$ cat src/rtl/adder_share_arbiter_if.sv
// Requester and shared-adder bundle for adder_share_arbiter.
// slave = arbiter side, master = requester/adder side.
interface adder_share_arbiter_if #(
    parameter int N = 4
);
    logic [N-1:0]    req_valid;
    logic [N-1:0]    req_ready;
    logic [N*32-1:0] req_a;
    logic [N*32-1:0] req_b;
    logic [N-1:0]    req_cin;

    logic [31:0]     add_a;
    logic [31:0]     add_b;
    logic            add_cin;
    logic [31:0]     add_sum;
    logic            add_cout;

    logic [N-1:0]    rsp_valid;
    logic [31:0]     rsp_sum;
    logic            rsp_cout;

    modport slave (
        input  req_valid, req_a, req_b, req_cin, add_sum, add_cout,
        output req_ready, add_a, add_b, add_cin, rsp_valid, rsp_sum, rsp_cout
    );

    modport master (
        output req_valid, req_a, req_b, req_cin, add_sum, add_cout,
        input  req_ready, add_a, add_b, add_cin, rsp_valid, rsp_sum, rsp_cout
    );
endinterface

$ cat src/rtl/adder_share_arbiter.sv
// Round-robin share of one registered adder among N requesters; optional ADDARB_PERF_CNT_EN grant counters.
// Latency: grant in cycle t -> rsp_valid in t+LAT; one op per cycle, no bubbles.
// Backpressure: none on responses; req_ready is a combinational one-hot grant, held low during reset.
module adder_share_arbiter #(
    parameter int N   = 4,
    parameter int LAT = 2,
    parameter int IDW = 2
) (
    input  logic                 clk,
    input  logic                 reset,
    adder_share_arbiter_if.slave bus,
    output logic                 busy,
    output logic [N*16-1:0]      grant_cnt
);

    typedef struct packed {
        logic           v;
        logic [IDW-1:0] id;
    } tag_t;

    logic [IDW-1:0] ptr;
    logic [IDW-1:0] win;
    logic           gnt_any;
    tag_t           tag_q [LAT];

    // Search starts just past the last winner so every requester gets a turn.
    always_comb begin
        logic [31:0] idx;
        idx     = '0;
        win     = ptr;
        gnt_any = 1'b0;
        for (int k = 1; k <= N; k++) begin
            idx = 32'((int'(ptr) + k) % N);
            if (!gnt_any && bus.req_valid[idx[IDW-1:0]]) begin
                gnt_any = 1'b1;
                win     = idx[IDW-1:0];
            end
        end
        if (reset) begin
            gnt_any = 1'b0;
        end
    end

    always_comb begin
        bus.req_ready = '0;
        bus.add_a     = '0;
        bus.add_b     = '0;
        bus.add_cin   = 1'b0;
        if (gnt_any) begin
            bus.req_ready = N'(1) << win;
            bus.add_a     = bus.req_a[int'(win)*32 +: 32];
            bus.add_b     = bus.req_b[int'(win)*32 +: 32];
            bus.add_cin   = bus.req_cin[win];
        end
    end

    always_ff @(posedge clk) begin
        if (reset) begin
            ptr <= IDW'(N-1);
            for (int k = 0; k < LAT; k++) begin
                tag_q[k] <= '0;
            end
        end else begin
            if (gnt_any) begin
                ptr <= win;
            end
            tag_q[0] <= '{v: gnt_any, id: win};
            for (int k = 1; k < LAT; k++) begin
                tag_q[k] <= tag_q[k-1];
            end
        end
    end

    // The last tag stage lines up with the adder's registered output.
    always_comb begin
        bus.rsp_valid = tag_q[LAT-1].v ? (N'(1) << tag_q[LAT-1].id) : '0;
        bus.rsp_sum   = bus.add_sum;
        bus.rsp_cout  = bus.add_cout;
        busy          = 1'b0;
        for (int k = 0; k < LAT; k++) begin
            busy = busy | tag_q[k].v;
        end
    end

`ifdef ADDARB_PERF_CNT_EN
    logic [15:0] cnt_q [N];

    always_ff @(posedge clk) begin
        if (reset) begin
            for (int i = 0; i < N; i++) begin
                cnt_q[i] <= '0;
            end
        end else if (gnt_any && cnt_q[win] != 16'hFFFF) begin
            cnt_q[win] <= cnt_q[win] + 16'd1;
        end
    end

    always_comb begin
        grant_cnt = '0;
        for (int i = 0; i < N; i++) begin
            grant_cnt[i*16 +: 16] = cnt_q[i];
        end
    end
`else
    assign grant_cnt = '0;
`endif

endmodule

$ cat src/flat_wrapper.sv
// flat-port wrapper written by rule: the top's interface ports become plain ports
module adder_share_arbiter_flat 
#(
    parameter int N   = 4,
    parameter int LAT = 2,
    parameter int IDW = 2
)
  (clk, reset, busy, grant_cnt, bus_req_valid, bus_req_a, bus_req_b, bus_req_cin, bus_add_sum, bus_add_cout, bus_req_ready, bus_add_a, bus_add_b, bus_add_cin, bus_rsp_valid, bus_rsp_sum, bus_rsp_cout);
  adder_share_arbiter_if #(.N(N)) bus_i ();
  input  logic clk;
  input  logic reset;
  output logic busy;
  output logic [N*16-1:0] grant_cnt;
  input wire logic [$bits(bus_i.req_valid)-1:0] bus_req_valid;
  input wire logic [$bits(bus_i.req_a)-1:0] bus_req_a;
  input wire logic [$bits(bus_i.req_b)-1:0] bus_req_b;
  input wire logic [$bits(bus_i.req_cin)-1:0] bus_req_cin;
  input wire logic [$bits(bus_i.add_sum)-1:0] bus_add_sum;
  input wire logic [$bits(bus_i.add_cout)-1:0] bus_add_cout;
  output wire logic [$bits(bus_i.req_ready)-1:0] bus_req_ready;
  output wire logic [$bits(bus_i.add_a)-1:0] bus_add_a;
  output wire logic [$bits(bus_i.add_b)-1:0] bus_add_b;
  output wire logic [$bits(bus_i.add_cin)-1:0] bus_add_cin;
  output wire logic [$bits(bus_i.rsp_valid)-1:0] bus_rsp_valid;
  output wire logic [$bits(bus_i.rsp_sum)-1:0] bus_rsp_sum;
  output wire logic [$bits(bus_i.rsp_cout)-1:0] bus_rsp_cout;
  assign bus_i.req_valid = bus_req_valid;
  assign bus_i.req_a = bus_req_a;
  assign bus_i.req_b = bus_req_b;
  assign bus_i.req_cin = bus_req_cin;
  assign bus_i.add_sum = bus_add_sum;
  assign bus_i.add_cout = bus_add_cout;
  assign bus_req_ready = bus_i.req_ready;
  assign bus_add_a = bus_i.add_a;
  assign bus_add_b = bus_i.add_b;
  assign bus_add_cin = bus_i.add_cin;
  assign bus_rsp_valid = bus_i.rsp_valid;
  assign bus_rsp_sum = bus_i.rsp_sum;
  assign bus_rsp_cout = bus_i.rsp_cout;
  adder_share_arbiter #(.N(N), .LAT(LAT), .IDW(IDW)) u_core (.clk(clk), .reset(reset), .bus(bus_i), .busy(busy), .grant_cnt(grant_cnt));
endmodule
$ cat config.mk
export PLATFORM = sky130hd
export DESIGN_NAME = adder_share_arbiter_flat
export DESIGN_NICKNAME = d
export VERILOG_FILES = /design/src/rtl/adder_share_arbiter_if.sv /design/src/rtl/adder_share_arbiter.sv /design/src/flat_wrapper.sv
export SDC_FILE = /design/constraint.sdc
export NUM_CORES = 1
export LEC_CHECK = 0
export ABC_AREA = 1
export BUFFER_PORTS_ARGS = -buffer_cell sky130_fd_sc_hd__buf_2
export CORE_AREA = 5 5 181 183
export DETAILED_ROUTE_END_ITERATION = 10
export DIE_AREA = 0 0 186 188
export PLACE_DENSITY = 0.44
export SETUP_SLACK_MARGIN = 0.02
export SYNTH_ARGS = -nofsm -noshare
export SYNTH_HDL_FRONTEND = slang
export SYNTH_SLANG_ARGS = --single-unit
$ cat constraint.sdc
create_clock -name clk -period 1.7 [get_ports clk]
set_input_delay 0.17 -clock clk [delete_from_list [all_inputs] [get_ports clk]]
set_output_delay 0.17 -clock clk [all_outputs]
set_load 0.01 [all_outputs]
==> results of run 1 <==
-- power by group through the flow --
| stage | Sequential, mW | Combinational [mW] | Clock [mW] |
|---|---|---|---|
| after floorplan | 0.267 | 6.70 | 0 |
| after global placement | 0.282 | 10.3 | 0 |
| after detailed placement | 0.285 | 10.4 | 0 |
| after CTS | 0.296 | 12.7 | 0.402 |
| after global routing | 0.312 | 15.0 | 0.413 |
| final | 0.303 | 13.8 | 0.389 |
-- path summary, 6_finish.rpt --
path / depth (start not counted) / to / from
setup / recovery: 16 / bus_add_b[3] / u_core.ptr[0]
hold / removal: 2 / u_core.tag_q[0][3] / reset
setup reg to reg: 12 / u_core.tag_q[0][0] / u_core.ptr[0]
hold reg to reg: 2 / u_core.tag_q[0][3] / u_core.tag_q[0][0]
-- per-layer routing --
| layer | vias up | routed length (um) | GRT usage, % |
|---|---|---|---|
| met5 | - | 13 | 0 |
| met4 | 2 | 552 | 2.466 |
| met3 | 36 | 1963 | 2.114 |
| met2 | 270 | 12670 | 22.18 |
| met1 | 2984 | 11200 | 17.61 |
| li1 | 3222 | - | - |
-- worst reg2reg max path: cells and delay by family, from the launching register on --
| kind | cells | cell delay [ns] |
|---|---|---|
| simple gates | 8 | 0.77 |
| flops | 1 | 0.40 |
| buf+inv | 4 | 0.55 |
-- cell type report --
type	count	area, sq um
inverters	132	510.5
multi-input cells	634	3607
flip-flops and latches	8	165.2
repair buffers	420	2972
clock buffers	3	75.07
fillers	3583	23230
well taps	402	503.0
-- repair_timing --
action,4_1_cts,5_1_grt
gates resized for setup,58,102
hold buffers,0,0
pin swaps,10,41
setup endpoints to repair,72,71
cloned,8,6
setup buffers,10,3
-- registers in the layout (all words and copies together), names as in the netlist --
| register | count |
|---|---|
| u_core.tag_q | 6 |
| u_core.ptr | 2 |
-- synthesized netlist by cell type --
library cell | number | area (sq um)
inv_1 | 128 | 480.5
nor2_4 | 2 | 22.52
nand3_1 | 258 | 1291
buf_2 | 23 | 115.1
o21ai_1 | 2 | 10.01
nand2_4 | 4 | 45.04
inv_2 | 4 | 15.01
buf_4 | 108 | 810.8
dfxtp_1 | 8 | 160.2
nor2_8 | 2 | 40.04
clkbuf_1 | 18 | 67.56
conb_1 | 1 | 3.750
and3_1 | 1 | 6.260
buf_1 | 4 | 15.01
nand3_4 | 2 | 35.03
a21oi_1 | 29 | 145.1
o211ai_1 | 1 | 7.510
buf_6 | 5 | 56.30
nor3_1 | 4 | 20.02
nor2_1 | 111 | 416.7
nand2_2 | 16 | 100.1
nand2_1 | 137 | 514.2
nand3_2 | 1 | 10.01
-- stage by stage --
step                power, mW  cells  utilization [%]  setup TNS [ns]
finish                  14.52   1599            25.21          -39.62
CTS                     13.38   1592            23.40          -39.77
global placement        10.62   1571            21.33          -24.30
global route            15.69   1599            25.21          -48.06
floorplan               6.970    932                -          -3.334
detailed placement      10.68   1571            21.33          -26.45
-- logic make-up (layout without fill, tap and decap cells) --
group | count (synthesis) | count (layout) | share of synthesized area [%]
compound gates | 32 | 32 | 3.707
buf+inv | 290 | 555 | 35.56
flops | 8 | 8 | 3.650
other cells | 1 | 64 | 0.08546
simple gates | 538 | 538 | 57.00
==> results.toml, run 1 <==
[cells_and_area]
area_delta_synth_final_pct = 78.50
layout_common_cells = "buf_2 (323), nand3_1 (197), inv_1 (128)"
fin_nets = 1498
drive_gt1_share_pct = 49.87
fin_area_sq_um = 7833
layout_commonest_cell = "buf_2"
n_antenna_cell = 0

[global_routing]
grt_pass1_vias = 6293
groute.usage.overall_pct = 13.10
grt_antenna_before_repair = 1
gr-total-overflow = 0
grt_max_degree = 59
grt_pass1_wl_um = 36200

[critical_path]
arrival_ns = 2.17
end_kind = "primary output"
cp_cell_sequence = "buf_6 -> nand2_4 -> nand2_4 -> nand2_4 -> nand2_4 -> buf_6 -> inv_4 -> nand3_4 -> buf_6 -> nand2_8 -> nor2_8 -> buf_12 -> clkbuf_16 -> nand2_1 -> nand3_1 -> buf_2"
path_buf_inv = 7
crit_required_ns = 1.53
crit_fanout = 6
r2r_slack_ns = -0.08
cp_top_family = "buffers and inverters"
worstSetupPathType = "register to primary output"
crit_top_cell = "nand2_4"
max_stage_delay_ns = 0.40
crit_slowest_cell = "dfxtp_4"
start_kind = "register"

[die]
core_sq_um = 31070
initial_core_util_pct = 14.12
die_area_sq_um = 34970
num_io_pins = 470
die_w_um = 186
rows = 65
die_h_um = 188

[cts]
cts-buffers-inserted = 3
cts_max_level = 1
cts_root_buf = "clkbuf_16"
insertion_delay_ns = 0.23
tritoncts = "built"
clk_pin_slew_ns = 0.04
ctsLongestPathBuffers = 2
cts.sinks = 8

[power_and_ir_drop]
leakagePower_nw = 4.530
power_switching_mw = 7.754
netSwitchingFraction_pct = 53.41
p_comb_share_pct = 95.2
powerDensity_nw_per_um2 = 1854
pwr-share-seq_pct = 2.1
clockPowerShare_pct = 2.7
irDropWorstVdd_uv = 874.7
p_int_mw = 6.764

[flow_run]
max-cap-violations = 0

[timing]
fin_crit_ns = 2.338
fmax_ghz = 0.4277
rsz0062_at_grt = "yes"
fin_worst_skew_ns = 0.0007632
worst_slack_ns = -0.6381
hold_ws_ns = 0.2108
final_hold_viol_count = 0
setup_viol = 71
finalMaxSlewViolations = 0
fin_crit_sh_pct = 137.5

[place]
port_buffers = 339
place_ws_ns = -0.4941
gp_congestion = 0.8909
dpl.hpwl_um = 19310
place_area_sq_um = 6628

[drt]
wl_per_cell_um = 16.51
viasPerCell = 4.074
drt-initial-drc-count = 356
first_pass_iters = 5
vias = 6514
routed_wl_um = 26400
ant_nets = 0
drcViolationCount = 0

[synth]
ys_ff_latch = 8
syn_area_sq_um = 4388
synth_cell_type_count = 23
seq_area_frac_synth_pct = 3.650
synthCells = 869
synth_warnings = 0
synth_area_per_cell_sq_um = 5.049

[worst_hold_path]
hp-class = "input port to register"

[status]
violations = "setup timing"
status = "complete, but fails checks"
Power figures use the tool's default switching activity.
==> inputs of run 2 (changes only) <==
--- a/config.mk
+++ b/config.mk
@@ -10,7 +10,7 @@
 export CORE_AREA = 5 5 181 183
 export DETAILED_ROUTE_END_ITERATION = 10
 export DIE_AREA = 0 0 186 188
-export PLACE_DENSITY = 0.44
+export PLACE_DENSITY = 0.43
 export SETUP_SLACK_MARGIN = 0.02
 export SYNTH_ARGS = -nofsm -noshare
 export SYNTH_HDL_FRONTEND = slang
==> constraint.sdc (replaced) <==
create_clock -name clk -period 2.8 [get_ports clk]
set_input_delay 0.28 -clock clk [delete_from_list [all_inputs] [get_ports clk]]
set_output_delay 0.28 -clock clk [all_outputs]
set_load 0.01 [all_outputs]
==> run 2 against run 1 <==
Effect of this change: cell area decreased by 21%; the run now ends clean; critical path type unchanged; die area unchanged; critical endpoint is now bus_add_a[1]; worst setup slack improved by 0.84 ns; clock power decreased by 40%; non-clock buffer count decreased by 57; hold slack improved by 0.11 ns; sequential share of layout area increased by 0.50 points; largest cell class unchanged; clock-buffer cell count unchanged.
==> results.toml, run 2 (synthesized netlist as in run 1, its figures left out) <==
[die]
core_sq_um = 31070
die_area_sq_um = 34970
rows = 65
initial_core_util_pct = 14.12
num_io_pins = 470
die_h_um = 188
die_w_um = 186

[flow_run]
max-cap-violations = 0

[drt]
routed_wl_um = 22990
drcViolationCount = 0
first_pass_iters = 4
viasPerCell = 4.033
drt-initial-drc-count = 146
vias = 6231
wl_per_cell_um = 14.88
ant_nets = 0

[timing]
setup_tns_ns = 0
rsz0062_at_grt = "no"
fin_worst_skew_ns = 0.0009498
finalMaxSlewViolations = 0
fin_crit_sh_pct = 92.96
fin_crit_ns = 2.603
fmax_ghz = 0.3842
setup_viol = 0
final_hold_viol_count = 0
worst_slack_ns = 0.1972

[place]
dp_cells = 1534
port_buffers = 339
place_ws_ns = 0.2298
place_area_sq_um = 5977
dpl.hpwl_um = 18780
gp_congestion = 0.8579

[cells_and_area]
layout_common_cells = "buf_2 (339), nand3_1 (258), nand2_1 (137)"
multi_input_area_sq_um = 2939
layout_commonest_cell = "buf_2"
instances_no_fill = 1545
drive_gt1_share_pct = 35.29
area_delta_synth_final_pct = 41.20
fin_nets = 1443
fin_area_sq_um = 6196
top_register = "u_core.tag_q"
largest_reg_flops = 6
nFillCells = 3777
seq_area_sq_um = 161.4
top_regs = "u_core.tag_q x6, u_core.ptr x2"

[cts]
clk_pin_slew_ns = 0.04
cts-buffers-inserted = 3
cts_max_level = 1
ctsLongestPathBuffers = 2
tritoncts = "built"
cts.sinks = 8
postCtsHoldBufs = 0
insertion_delay_ns = 0.23
cts_root_buf = "clkbuf_16"

[power_and_ir_drop]
irDropWorstVdd_uv = 872.9
p_total_mw = 5.885
leakagePower_nw = 3.767
powerDensity_nw_per_um2 = 949.9

[critical_path]
crit_required_ns = 2.52
cp_cell_sequence = "buf_6 -> nand2_1 -> nand2_2 -> nand2_1 -> nand2_1 -> nand3_1 -> nand2_1 -> nand2_2 -> nand2_4 -> nor2_8 -> buf_12 -> nand2_1 -> nand3_1 -> buf_2"
path_buf_inv = 3
end_kind = "primary output"
cp_top_family = "simple AND/OR/NAND/NOR gates"
arrival_ns = 2.32
max_stage_delay_ns = 0.38
crit_fanout = 15
crit_slowest_cell = "dfxtp_1"
start_kind = "register"
crit_top_cell = "nand2_1"
worstSetupPathType = "register to primary output"

[global_routing]
groute.usage.overall_pct = 11.61
grt_antenna_before_repair = 1
grt_max_degree = 72
grt_pass1_vias = 6340
grtUsageMet1_pct = 12.71
busiest_layer = "met2"
grt_use_met2_pct = 21.94
grtUsageMet3_pct = 2.599
grt_pass1_wl_um = 32920
gr-total-overflow = 0

[status]
status = "completed"

[worst_hold_path]
hp-class = "input port to register"
-- run 2: cell count changes in the layout (fill, tap and decap cells not counted), sizes merged --
cell,before,now
diode,0,1
clkbuf,6,3
bufbuf,3,0
nor2,115,117
buf,414,363
-- run 2: stage by stage --
step | utilization [%] | hold WS, ns
6_report | 19.94 | 0.3253
5_1_grt | 19.94 | 0.3413
4_1_cts | 19.49 | 0.3259
3_5_place_dp | 19.24 | 0.4038
3_3_place_gp | 19.24 | 0.4040
2_1_floorplan | - | 0.3512
-- run 2: timing repair --
item,CTS,global route
pin swaps,0,3
endpoints found under the setup margin,2,50
gates resized for setup,1,13
gates cloned,0,2
setup buffers,0,5
-- run 2: worst paths after layout --
| kind | cells past startpoint | to | startpoint | slack, ns |
|---|---|---|---|---|
| min | 2 | u_core.tag_q[0][3] | reset | 0.33 |
| max reg2reg | 10 | u_core.tag_q[0][2] | u_core.ptr[0] | 0.99 |
| min reg2reg | 2 | u_core.tag_q[0][3] | u_core.tag_q[0][0] | 0.40 |
| max | 14 | bus_add_a[1] | u_core.ptr[0] | 0.20 |
-- run 2: area by class of cell --
type,count,share of cell area [%]
repair buffers,363,32.55
clock buffers,3,1.212
well taps,402,8.118
multi-input cells,636,47.44
diodes,1,0.04039
inverters,132,8.037
flip-flops and latches,8,2.605
-- run 2: report_power, final --
group          internal (mW)  total [mW]  switching [mW]  leakage (nW)
Sequential             0.146       0.167          0.0214        0.0663
Combinational           1.92        5.49            3.56          3.66
Clock                  0.183       0.232          0.0489        0.0370
Total                   2.25        5.89            3.63          3.77
-- run 2: routing by layer --
layer / up-vias / part of all wire (%)
met3: 34 / 8.9
li1: 3103 / -
met2: 313 / 50
met1: 2781 / 38
met5: - / 0
met4: 0 / 2.8
-- run 2: worst reg2reg max path, delay by kind of cell (launching register included) --
family | cells | cell delay, ns
simple gates | 7 | 0.79
flops | 1 | 0.38
buf+inv | 3 | 0.51
